[src/rtl/ss_seq_pkg.sv]
// Save-state sequencer shared types and defaults.
// Imported by the interface, the timer and the sequencer top.
package ss_seq_pkg;

  localparam int SS_LEN_DEF = 128;
  localparam int WE_LEN_DEF = 4;
  localparam int SS_AW      = 8;

  typedef enum logic [2:0] {
    IDLE,
    S_SETUP,
    S_CAP,
    S_BUF,
    L_BUF,
    L_WE,
    DONE
  } state_e;

endpackage

[src/rtl/ss_seq_if.sv]
// Mapper save-state port and buffer port of the sequencer.
// The master side is the sequencer; the slave side is mapper plus buffer.
interface ss_seq_if;
  import ss_seq_pkg::*;

  logic             ss_act;
  logic [SS_AW-1:0] ss_addr;
  logic             ss_we;
  logic [7:0]       ss_wdat;
  logic [7:0]       ss_rdat;
  logic             buf_req;
  logic             buf_we;
  logic [SS_AW-1:0] buf_addr;
  logic [7:0]       buf_wdat;
  logic             buf_ack;
  logic [7:0]       buf_rdat;

  modport master (
    output ss_act, ss_addr, ss_we, ss_wdat,
    output buf_req, buf_we, buf_addr, buf_wdat,
    input  ss_rdat, buf_ack, buf_rdat
  );

  modport slave (
    input  ss_act, ss_addr, ss_we, ss_wdat,
    input  buf_req, buf_we, buf_addr, buf_wdat,
    output ss_rdat, buf_ack, buf_rdat
  );

endinterface

[src/rtl/ss_we_timer.sv]
// Loadable down-counter timing the mapper write-strobe window.
// tc_o marks the last cycle of the window while enabled.
module ss_we_timer #(
  parameter int WE_LEN = 4
) (
  input  logic clk,
  input  logic rst_i,
  input  logic load_i,
  input  logic en_i,
  output logic tc_o
);

  localparam int CW = $clog2(WE_LEN + 1);

  logic [CW-1:0] cnt_q, cnt_d;

  always_comb begin
    cnt_d = cnt_q;
    if (load_i) begin
      cnt_d = CW'(WE_LEN - 1);
    end else if (en_i && cnt_q != '0) begin
      cnt_d = cnt_q - 1'b1;
    end
  end

  assign tc_o = en_i && (cnt_q == '0);

  always_ff @(posedge clk) begin
    if (rst_i) begin
      cnt_q <= '0;
    end else begin
      cnt_q <= cnt_d;
    end
  end

endmodule

[src/rtl/ss_seq.sv]
// Save-state sequencer: copies SS_LEN bytes between the mapper
// save-state port and a handshaked byte buffer, in either direction.
module ss_seq
  import ss_seq_pkg::*;
#(
  parameter int SS_LEN = SS_LEN_DEF,
  parameter int WE_LEN = WE_LEN_DEF
) (
  input  logic clk,
  input  logic map_rst,
  input  logic save_req,
  input  logic load_req,
  output logic busy,
  output logic done,
  ss_seq_if.master bus
);

  // One spare bit so a 256-byte transfer can count past 255.
  localparam logic [SS_AW:0] LAST = (SS_AW + 1)'(SS_LEN - 1);

  state_e         state_q, state_d;
  logic [SS_AW:0] addr_q, addr_d;
  logic [7:0]     wdat_q, wdat_d;
  logic [7:0]     bwdat_q, bwdat_d;
  logic           tmr_load;
  logic           tmr_tc;
  logic           last;

  assign last = (addr_q == LAST);

  ss_we_timer #(
    .WE_LEN(WE_LEN)
  ) u_tmr (
    .clk   (clk),
    .rst_i (map_rst),
    .load_i(tmr_load),
    .en_i  (state_q == L_WE),
    .tc_o  (tmr_tc)
  );

  always_comb begin
    state_d  = state_q;
    addr_d   = addr_q;
    wdat_d   = wdat_q;
    bwdat_d  = bwdat_q;
    tmr_load = 1'b0;
    unique case (state_q)
      IDLE: begin
        addr_d = '0;
        if (save_req) begin
          state_d = S_SETUP;
        end else if (load_req) begin
          state_d = L_BUF;
        end
      end
      S_SETUP: state_d = S_CAP;
      S_CAP: begin
        bwdat_d = bus.ss_rdat;
        state_d = S_BUF;
      end
      S_BUF: begin
        if (bus.buf_ack) begin
          addr_d  = addr_q + 1'b1;
          state_d = last ? DONE : S_SETUP;
        end
      end
      L_BUF: begin
        if (bus.buf_ack) begin
          wdat_d   = bus.buf_rdat;
          tmr_load = 1'b1;
          state_d  = L_WE;
        end
      end
      L_WE: begin
        if (tmr_tc) begin
          addr_d  = addr_q + 1'b1;
          state_d = last ? DONE : L_BUF;
        end
      end
      DONE:    state_d = IDLE;
      default: state_d = IDLE;
    endcase
  end

  always_ff @(posedge clk) begin
    if (map_rst) begin
      state_q <= IDLE;
      addr_q  <= '0;
      wdat_q  <= '0;
      bwdat_q <= '0;
    end else begin
      state_q <= state_d;
      addr_q  <= addr_d;
      wdat_q  <= wdat_d;
      bwdat_q <= bwdat_d;
    end
  end

  assign busy         = (state_q != IDLE);
  assign done         = (state_q == DONE);
  assign bus.ss_act   = busy;
  assign bus.ss_addr  = addr_q[SS_AW-1:0];
  assign bus.ss_we    = (state_q == L_WE);
  assign bus.ss_wdat  = wdat_q;
  assign bus.buf_req  = (state_q == S_BUF) || (state_q == L_BUF);
  assign bus.buf_we   = (state_q == S_BUF);
  assign bus.buf_addr = addr_q[SS_AW-1:0];
  assign bus.buf_wdat = bwdat_q;

endmodule

[src/flat_wrapper.sv]
// flat-port wrapper written by rule: the top's interface ports become plain ports
module ss_seq_flat import ss_seq_pkg::*;
#(
  parameter int SS_LEN = SS_LEN_DEF,
  parameter int WE_LEN = WE_LEN_DEF
)
  (clk, map_rst, save_req, load_req, busy, done, bus_ss_act, bus_ss_addr, bus_ss_we, bus_ss_wdat, bus_buf_req, bus_buf_we, bus_buf_addr, bus_buf_wdat, bus_ss_rdat, bus_buf_ack, bus_buf_rdat);
  ss_seq_if bus_i ();
  input  logic clk;
  input  logic map_rst;
  input  logic save_req;
  input  logic load_req;
  output logic busy;
  output logic done;
  output wire logic [$bits(bus_i.ss_act)-1:0] bus_ss_act;
  output wire logic [$bits(bus_i.ss_addr)-1:0] bus_ss_addr;
  output wire logic [$bits(bus_i.ss_we)-1:0] bus_ss_we;
  output wire logic [$bits(bus_i.ss_wdat)-1:0] bus_ss_wdat;
  output wire logic [$bits(bus_i.buf_req)-1:0] bus_buf_req;
  output wire logic [$bits(bus_i.buf_we)-1:0] bus_buf_we;
  output wire logic [$bits(bus_i.buf_addr)-1:0] bus_buf_addr;
  output wire logic [$bits(bus_i.buf_wdat)-1:0] bus_buf_wdat;
  input wire logic [$bits(bus_i.ss_rdat)-1:0] bus_ss_rdat;
  input wire logic [$bits(bus_i.buf_ack)-1:0] bus_buf_ack;
  input wire logic [$bits(bus_i.buf_rdat)-1:0] bus_buf_rdat;
  assign bus_ss_act = bus_i.ss_act;
  assign bus_ss_addr = bus_i.ss_addr;
  assign bus_ss_we = bus_i.ss_we;
  assign bus_ss_wdat = bus_i.ss_wdat;
  assign bus_buf_req = bus_i.buf_req;
  assign bus_buf_we = bus_i.buf_we;
  assign bus_buf_addr = bus_i.buf_addr;
  assign bus_buf_wdat = bus_i.buf_wdat;
  assign bus_i.ss_rdat = bus_ss_rdat;
  assign bus_i.buf_ack = bus_buf_ack;
  assign bus_i.buf_rdat = bus_buf_rdat;
  ss_seq #(.SS_LEN(SS_LEN), .WE_LEN(WE_LEN)) u_core (.clk(clk), .map_rst(map_rst), .save_req(save_req), .load_req(load_req), .busy(busy), .done(done), .bus(bus_i));
endmodule
[config.mk]
export PLATFORM = sky130hd
export DESIGN_NAME = ss_seq_flat
export DESIGN_NICKNAME = d
export VERILOG_FILES = /design/src/rtl/ss_seq_pkg.sv /design/src/rtl/ss_seq_if.sv /design/src/rtl/ss_we_timer.sv /design/src/rtl/ss_seq.sv /design/src/flat_wrapper.sv
export SDC_FILE = /design/constraint.sdc
export NUM_CORES = 1
export LEC_CHECK = 0
export ABC_CLOCK_PERIOD_IN_PS = 4500
export CAP_MARGIN = 20
export CORE_UTILIZATION = 25
export CTS_BUF_LIST = sky130_fd_sc_hd__clkbuf_4
export DETAILED_ROUTE_END_ITERATION = 8
export PLACE_DENSITY = 0.53
export SLEW_MARGIN = 20
export SYNTH_ARGS = -nofsm -noshare
export SYNTH_HDL_FRONTEND = slang
export SYNTH_SLANG_ARGS = --single-unit
[constraint.sdc]
create_clock -name clk -period 4.5 [get_ports clk]
set_input_delay 0.9 -clock clk [delete_from_list [all_inputs] [get_ports clk]]
set_output_delay 0.9 -clock clk [all_outputs]
set_load 0.01 [all_outputs]
==> flow_metrics.tcl, run 1 <==
set metrics [dict create \
    crit_type "flop to output pin" \
    holdCritPathClass "flop to flop" \
    synth_largest_area_cell "dfxtp_1" \
    synth_nets 209 \
    yosysWarnings 0 \
    swShare_pct 29.12 \
    wl_per_cell_um 11.34 \
    clk_path_buf_depth 2 \
    crit_required_ns 3.60 \
    die_area_mm2 0.006494 \
    initial_core_util_pct 25.92 \
    ys_seq_area_share_pct 40.19 \
    rsz0062_at_grt "false" \
    grt_pass1_wl_um 5692 \
    cts_root_buf "clkbuf_4" \
    routed_wl_um 3424 \
    crit_arrival_ns 1.89 \
    synth_cell_types 39 \
    setup_tns_ns 0 \
    ctsHtreeMaxLevel 2 \
    fin_ws_ns 1.707 \
    skew_ns 0.009434 \
    cp-start-kind "flop" \
    ctsResizeCount 0 \
    fin_crit_sh_pct 62.06 \
    power_density_mw_per_mm2 321.8 \
    cts.clk_slew.worst_paths_ns 0.11 \
    cts_tree "yes" \
    p_switching_mw 0.2009 \
    port_buffers 58 \
    clock_latency_ns 0.34 \
    std_cell_rows 28 \
    drv_slew 0 \
    vias 1321 \
    setup_viol 0 \
    critPathMaxFanout 16 \
    seqPwrFrac_pct 45.2 \
    p_total_mw 0.6901 \
    ys_seq_elements 31 \
    finalHoldViolCount 0 \
    first_global_vias 1212 \
    syn_avg_cell_area_um2 8.346 \
    clkSinkCount 31 \
    synthToLayoutAreaGrowth_pct 38.90 \
    outcome "finished clean" \
    p_int_mw 0.4892 \
    holdBufCountCts 0 \
    grt_antenna_before_repair 0 \
    final_nets 250 \
    fillerInstances 654 \
    drt_pass1_iterations 4 \
    grt_max_degree 27 \
    crit_chain "nand3b_1 -> o21ai_0 -> clkdlybuf4s50_1" \
    ir_worst_vdd_mv 0.1433 \
    yosysTopAreaCellShare_pct 40.19 \
    cts_setup_buffers 0 \
    layout-drive-gt1-share_pct 6.167 \
    fp.dieW_um 80.59 \
    dp_hpwl_um 2329 \
    clockPowerShare_pct 32.8 \
    slowest_delay_ns 0.64 \
    drv_cap 0 \
    pwr-share-comb_pct 22.0 \
    p_leak_nw 0.7677 \
    diodes 0 \
    final_common_cell "clkdlybuf4s50_1" \
    synthCells 185 \
    crit_path_end_kind "output pin" \
    place_ws_ns 1.969 \
    drt_iter0_drc 31 \
    core_area_mm2 0.005956 \
    worst_pin_slew_ns 0.5561 \
    post-route-min-period_ns 2.793 \
    synth_area_leaders "dfxtp_1 40%, buf_4 8.3%, nor2_1 6.1%" \
    ios 59 \
    antenna_left 0 \
    gp_congestion 0.7288 \
    slew_headroom_pct 62.89 \
    layout_common_cells "58 x clkdlybuf4s50_1, 31 x dfxtp_1, 25 x nor2_1, 22 x nand2_1, 12 x a21oi_1" \
    fmax_mhz 358.1 \
    via_per_inst 4.374 \
    drc 0 \
    utilization_pct 36.01 \
    cts-buffers-inserted 5 \
    mappedNetlistArea_mm2 0.001544 \
    cp_slowest_cell "dfxtp_1" \
    hold-worst-slack_ns 0.4634 \
    overflow 0 \
    die-height_um 80.59 \
    globalRouteTotalUtil_pct 11.61 \
]
==> power groups by stage <==
stage	Clock, mW	Combinational [mW]	Sequential (mW)
finish	0.227	0.152	0.312
global route	0.253	0.169	0.316
floorplan	0	0.101	0.309
detailed placement	0	0.153	0.317
global placement	0	0.154	0.318
CTS	0.238	0.154	0.312
==> synth_stat cells, drive strengths merged <==
cell type  count
a21o           1
nand2b         3
nand2         22
a21boi         1
xor2           6
o31ai          1
mux2i          9
a2111oi        1
and2           1
or4            1
a21oi         13
a311oi         1
nor2b          3
nand3          3
nand3b         2
a32oi          1
inv            9
dfxtp         31
nor4           1
o21a           1
o32ai          1
a211oi         2
ha             3
clkbuf         4
buf           21
xnor2          2
or3            1
a31o           1
nand4          4
nor2          26
and3           2
o21ai          4
nand4b         1
o211ai         2
==> worst paths after layout <==
| check | startpoint | to | slack, ns | depth (start not counted) |
|---|---|---|---|---|
| min reg2reg | u_core.bus.ss_wdat[1] | u_core.bus.ss_wdat[1] | 0.46 | 2 |
| max reg2reg | u_core.state_q[1] | u_core.addr_q[7] | 2.74 | 5 |
| min | u_core.bus.ss_wdat[1] | u_core.bus.ss_wdat[1] | 0.46 | 2 |
| max | u_core.state_q[1] | bus_buf_req | 1.71 | 3 |
==> area by class of cell <==
class / count / area, um^2 / share of cell area [%]
tap: 75 / 93.84 / 4.376
sequential: 31 / 620.6 / 28.94
clock buffer: 5 / 37.54 / 1.750
timing repair buffer: 59 / 588.1 / 27.42
inverter: 9 / 33.78 / 1.575
multi-input combinational: 120 / 726.9 / 33.90
clock inverter: 3 / 43.79 / 2.042
==> sequential cells by signal, indices dropped and copies added (netlist names) <==
signal               flops
u_core.bus.buf_wdat      8
u_core.state_q           3
u_core.bus.ss_wdat       8
u_core.addr_q            9
u_core.u_tmr.cnt_q       3
==> layer usage <==
metal	wire, um	GRT usage (%)
met1	1702	14.87
met2	1487	17.12
met3	189	4.886
met4	44	4.286
met5	0	0
==> per-stage QoR <==
stage | instances | cell area, um^2
after floorplan | 185 | 1544
after global placement | 294 | 2063
after detailed placement | 294 | 2063
after CTS | 302 | 2145
after global routing | 302 | 2145
final | 302 | 2145
==> critical path: cells and delay by family (launching register included) <==
kind            cells  cell delay, ns
flops               1            0.64
simple gates        1            0.24
buf+inv             1            0.55
compound gates      1            0.13
==> kinds of logic after synthesis <==
logic type                 count (synthesis)  synth area share, %
DFF                                       31                40.19
adders and majority gates                  3                2.431
buffers and inverters                     34                12.72
and+or+nand+nor                           70                21.48
muxes                                      9                5.835
AOI/OAI and AO/OA                         30                12.81
xor gates and xnor gates                   8                4.538
(Power assumes the default switching activity.)
==> run 2: changes to the inputs <==
--- a/config.mk
+++ b/config.mk
@@ -5,12 +5,12 @@
 export SDC_FILE = /design/constraint.sdc
 export NUM_CORES = 1
 export LEC_CHECK = 0
-export ABC_CLOCK_PERIOD_IN_PS = 4500
+export ABC_CLOCK_PERIOD_IN_PS = 2400
 export CAP_MARGIN = 20
 export CORE_UTILIZATION = 25
 export CTS_BUF_LIST = sky130_fd_sc_hd__clkbuf_4
 export DETAILED_ROUTE_END_ITERATION = 8
-export PLACE_DENSITY = 0.53
+export PLACE_DENSITY = 0.54
 export SLEW_MARGIN = 20
 export SYNTH_ARGS = -nofsm -noshare
 export SYNTH_HDL_FRONTEND = slang
==> constraint.sdc (replaced) <==
create_clock -name clk -period 2.4 [get_ports clk]
set_input_delay 0.48 -clock clk [delete_from_list [all_inputs] [get_ports clk]]
set_output_delay 0.48 -clock clk [all_outputs]
set_load 0.01 [all_outputs]
==> run 2 against run 1 <==
Compared with the run above:
- sequential power grew 84%
- global-route usage is 0.26 points lower
- design area decreased by 0.12%
- critical endpoint is now done
- first-iteration DRC count grew 29%
- highest routed layer unchanged
- sequential share of layout area increased by 0.092 points
==> flow_metrics.tcl, run 2 (same netlist as run 1, synthesis figures left out) <==
set metrics [dict create \
    outcome "finished clean" \
    fmax_mhz 453.9 \
    port_buffers 58 \
    crit_path_end_kind "output pin" \
    drt_iter0_drc 40 \
    std_cell_rows 28 \
    cts-buffers-inserted 5 \
    fillerInstances 664 \
    overflow 0 \
    seqPwrFrac_pct 48.4 \
    clockPowerShare_pct 26.4 \
    grt_max_degree 20 \
    cp-start-kind "flop" \
    holdBufCountCts 0 \
    crit_required_ns 1.92 \
    routed_wl_um 3396 \
    finalHoldViolCount 0 \
    antenna_left 0 \
    hold-worst-slack_ns 0.4625 \
    crit_type "flop to output pin" \
    ir_worst_vdd_mv 0.2386 \
    clkSinkCount 31 \
    fin_crit_sh_pct 91.79 \
    cts_tree "yes" \
    p_int_mw 0.8263 \
    cts_root_buf "clkbuf_4" \
    vias 1328 \
    p_leak_nw 0.7881 \
    cts.clk_slew.worst_paths_ns 0.10 \
    drv_slew 0 \
    hold_depth 2 \
    first_global_vias 1222 \
    crit_arrival_ns 1.72 \
    initial_core_util_pct 25.92 \
    final_common_cell "clkdlybuf4s50_1" \
    registers.top_by_ff_count "u_core.addr_q" \
    core_area_mm2 0.005956 \
    clk_path_buf_depth 2 \
    grt_pass1_wl_um 5595 \
    layout-drive-gt1-share_pct 7.424 \
    holdCritPathClass "flop to flop" \
    die-height_um 80.59 \
    cts_setup_buffers 0 \
    critPathMaxFanout 9 \
    ios 59 \
    ctsHtreeMaxLevel 2 \
    swShare_pct 30.48 \
    clock_latency_ns 0.33 \
    setup_viol 0 \
    power_density_mw_per_mm2 554.9 \
    worst_pin_slew_ns 0.5669 \
    slew_headroom_pct 62.17 \
    ctsResizeCount 0 \
    gp_congestion 0.7615 \
    synthToLayoutAreaGrowth_pct 38.74 \
    setup_tns_ns 0 \
    wl_per_cell_um 11.17 \
    diodes 0 \
    drv_cap 0 \
    layout_common_cells "56 x clkdlybuf4s50_1, 30 x dfxtp_1, 25 x nor2_1, 22 x nand2_1, 12 x a21oi_1" \
    rsz0062_at_grt "false" \
    dp_hpwl_um 2405 \
    p_switching_mw 0.3623 \
    post-route-min-period_ns 2.203 \
    reg2reg_depth 6 \
    largest_register_ffs 9 \
    die_area_mm2 0.006494 \
    final_nets 252 \
    fp.dieW_um 80.59 \
    skew_ns 0.009544 \
    drc 0 \
    drt_pass1_iterations 4 \
    pwr-share-comb_pct 25.2 \
    grt_antenna_before_repair 0 \
    globalRouteTotalUtil_pct 11.35 \
    via_per_inst 4.368 \
]
## run 2: stage by stage
stage,utilization (%),power (mW),setup slack [ns],instances,area [um^2]
finish,35.97,1.189,0.1969,304,2142
global route,35.97,1.270,0.03819,304,2142
CTS,35.86,1.214,0.05015,304,2136
detailed placement,34.89,0.8921,0.2989,296,2078
global placement,34.89,0.8915,0.3342,296,2078
floorplan,-,0.7677,0.8190,185,1544
## run 2: cell type report
class	instances	area (um^2)	area share (%)
clock buffers	6	45.04	2.103
repair buffers	61	608.1	28.39
multi-input cells	120	726.9	33.94
flip-flops and latches	31	621.8	29.03
clock inverters	2	12.51	0.5841
well taps	75	93.84	4.381
inverters	9	33.78	1.577
## run 2: path summary, 6_finish.rpt
path	slack [ns]	to	start
setup reg to reg	0.68	u_core.addr_q[5]	u_core.state_q[0]
setup / recovery	0.20	done	u_core.state_q[1]
hold reg to reg	0.46	u_core.bus.ss_wdat[3]	u_core.bus.ss_wdat[3]
hold / removal	0.46	u_core.bus.ss_wdat[3]	u_core.bus.ss_wdat[3]
## run 2: critical path, cell delays in order (launching register included)
cell             delay, ns
dfxtp_1               0.48
buf_4                 0.20
nand2_1               0.07
nor2_1                0.11
clkdlybuf4s50_1       0.54
## run 2: per-layer routing
metal / wire (um) / track usage (%)
met5: 0 / 0
met4: 43 / 4.821
met3: 193 / 3.409
met2: 1462 / 17.71
met1: 1696 / 14.33
## run 2: power by group through the flow
stage | Sequential, mW | Combinational, mW | Clock (mW)
3_3_place_gp | 0.586 | 0.305 | 0
6_report | 0.575 | 0.300 | 0.313
4_1_cts | 0.575 | 0.307 | 0.332
2_1_floorplan | 0.579 | 0.189 | 0
5_1_grt | 0.582 | 0.331 | 0.357
3_5_place_dp | 0.586 | 0.306 | 0
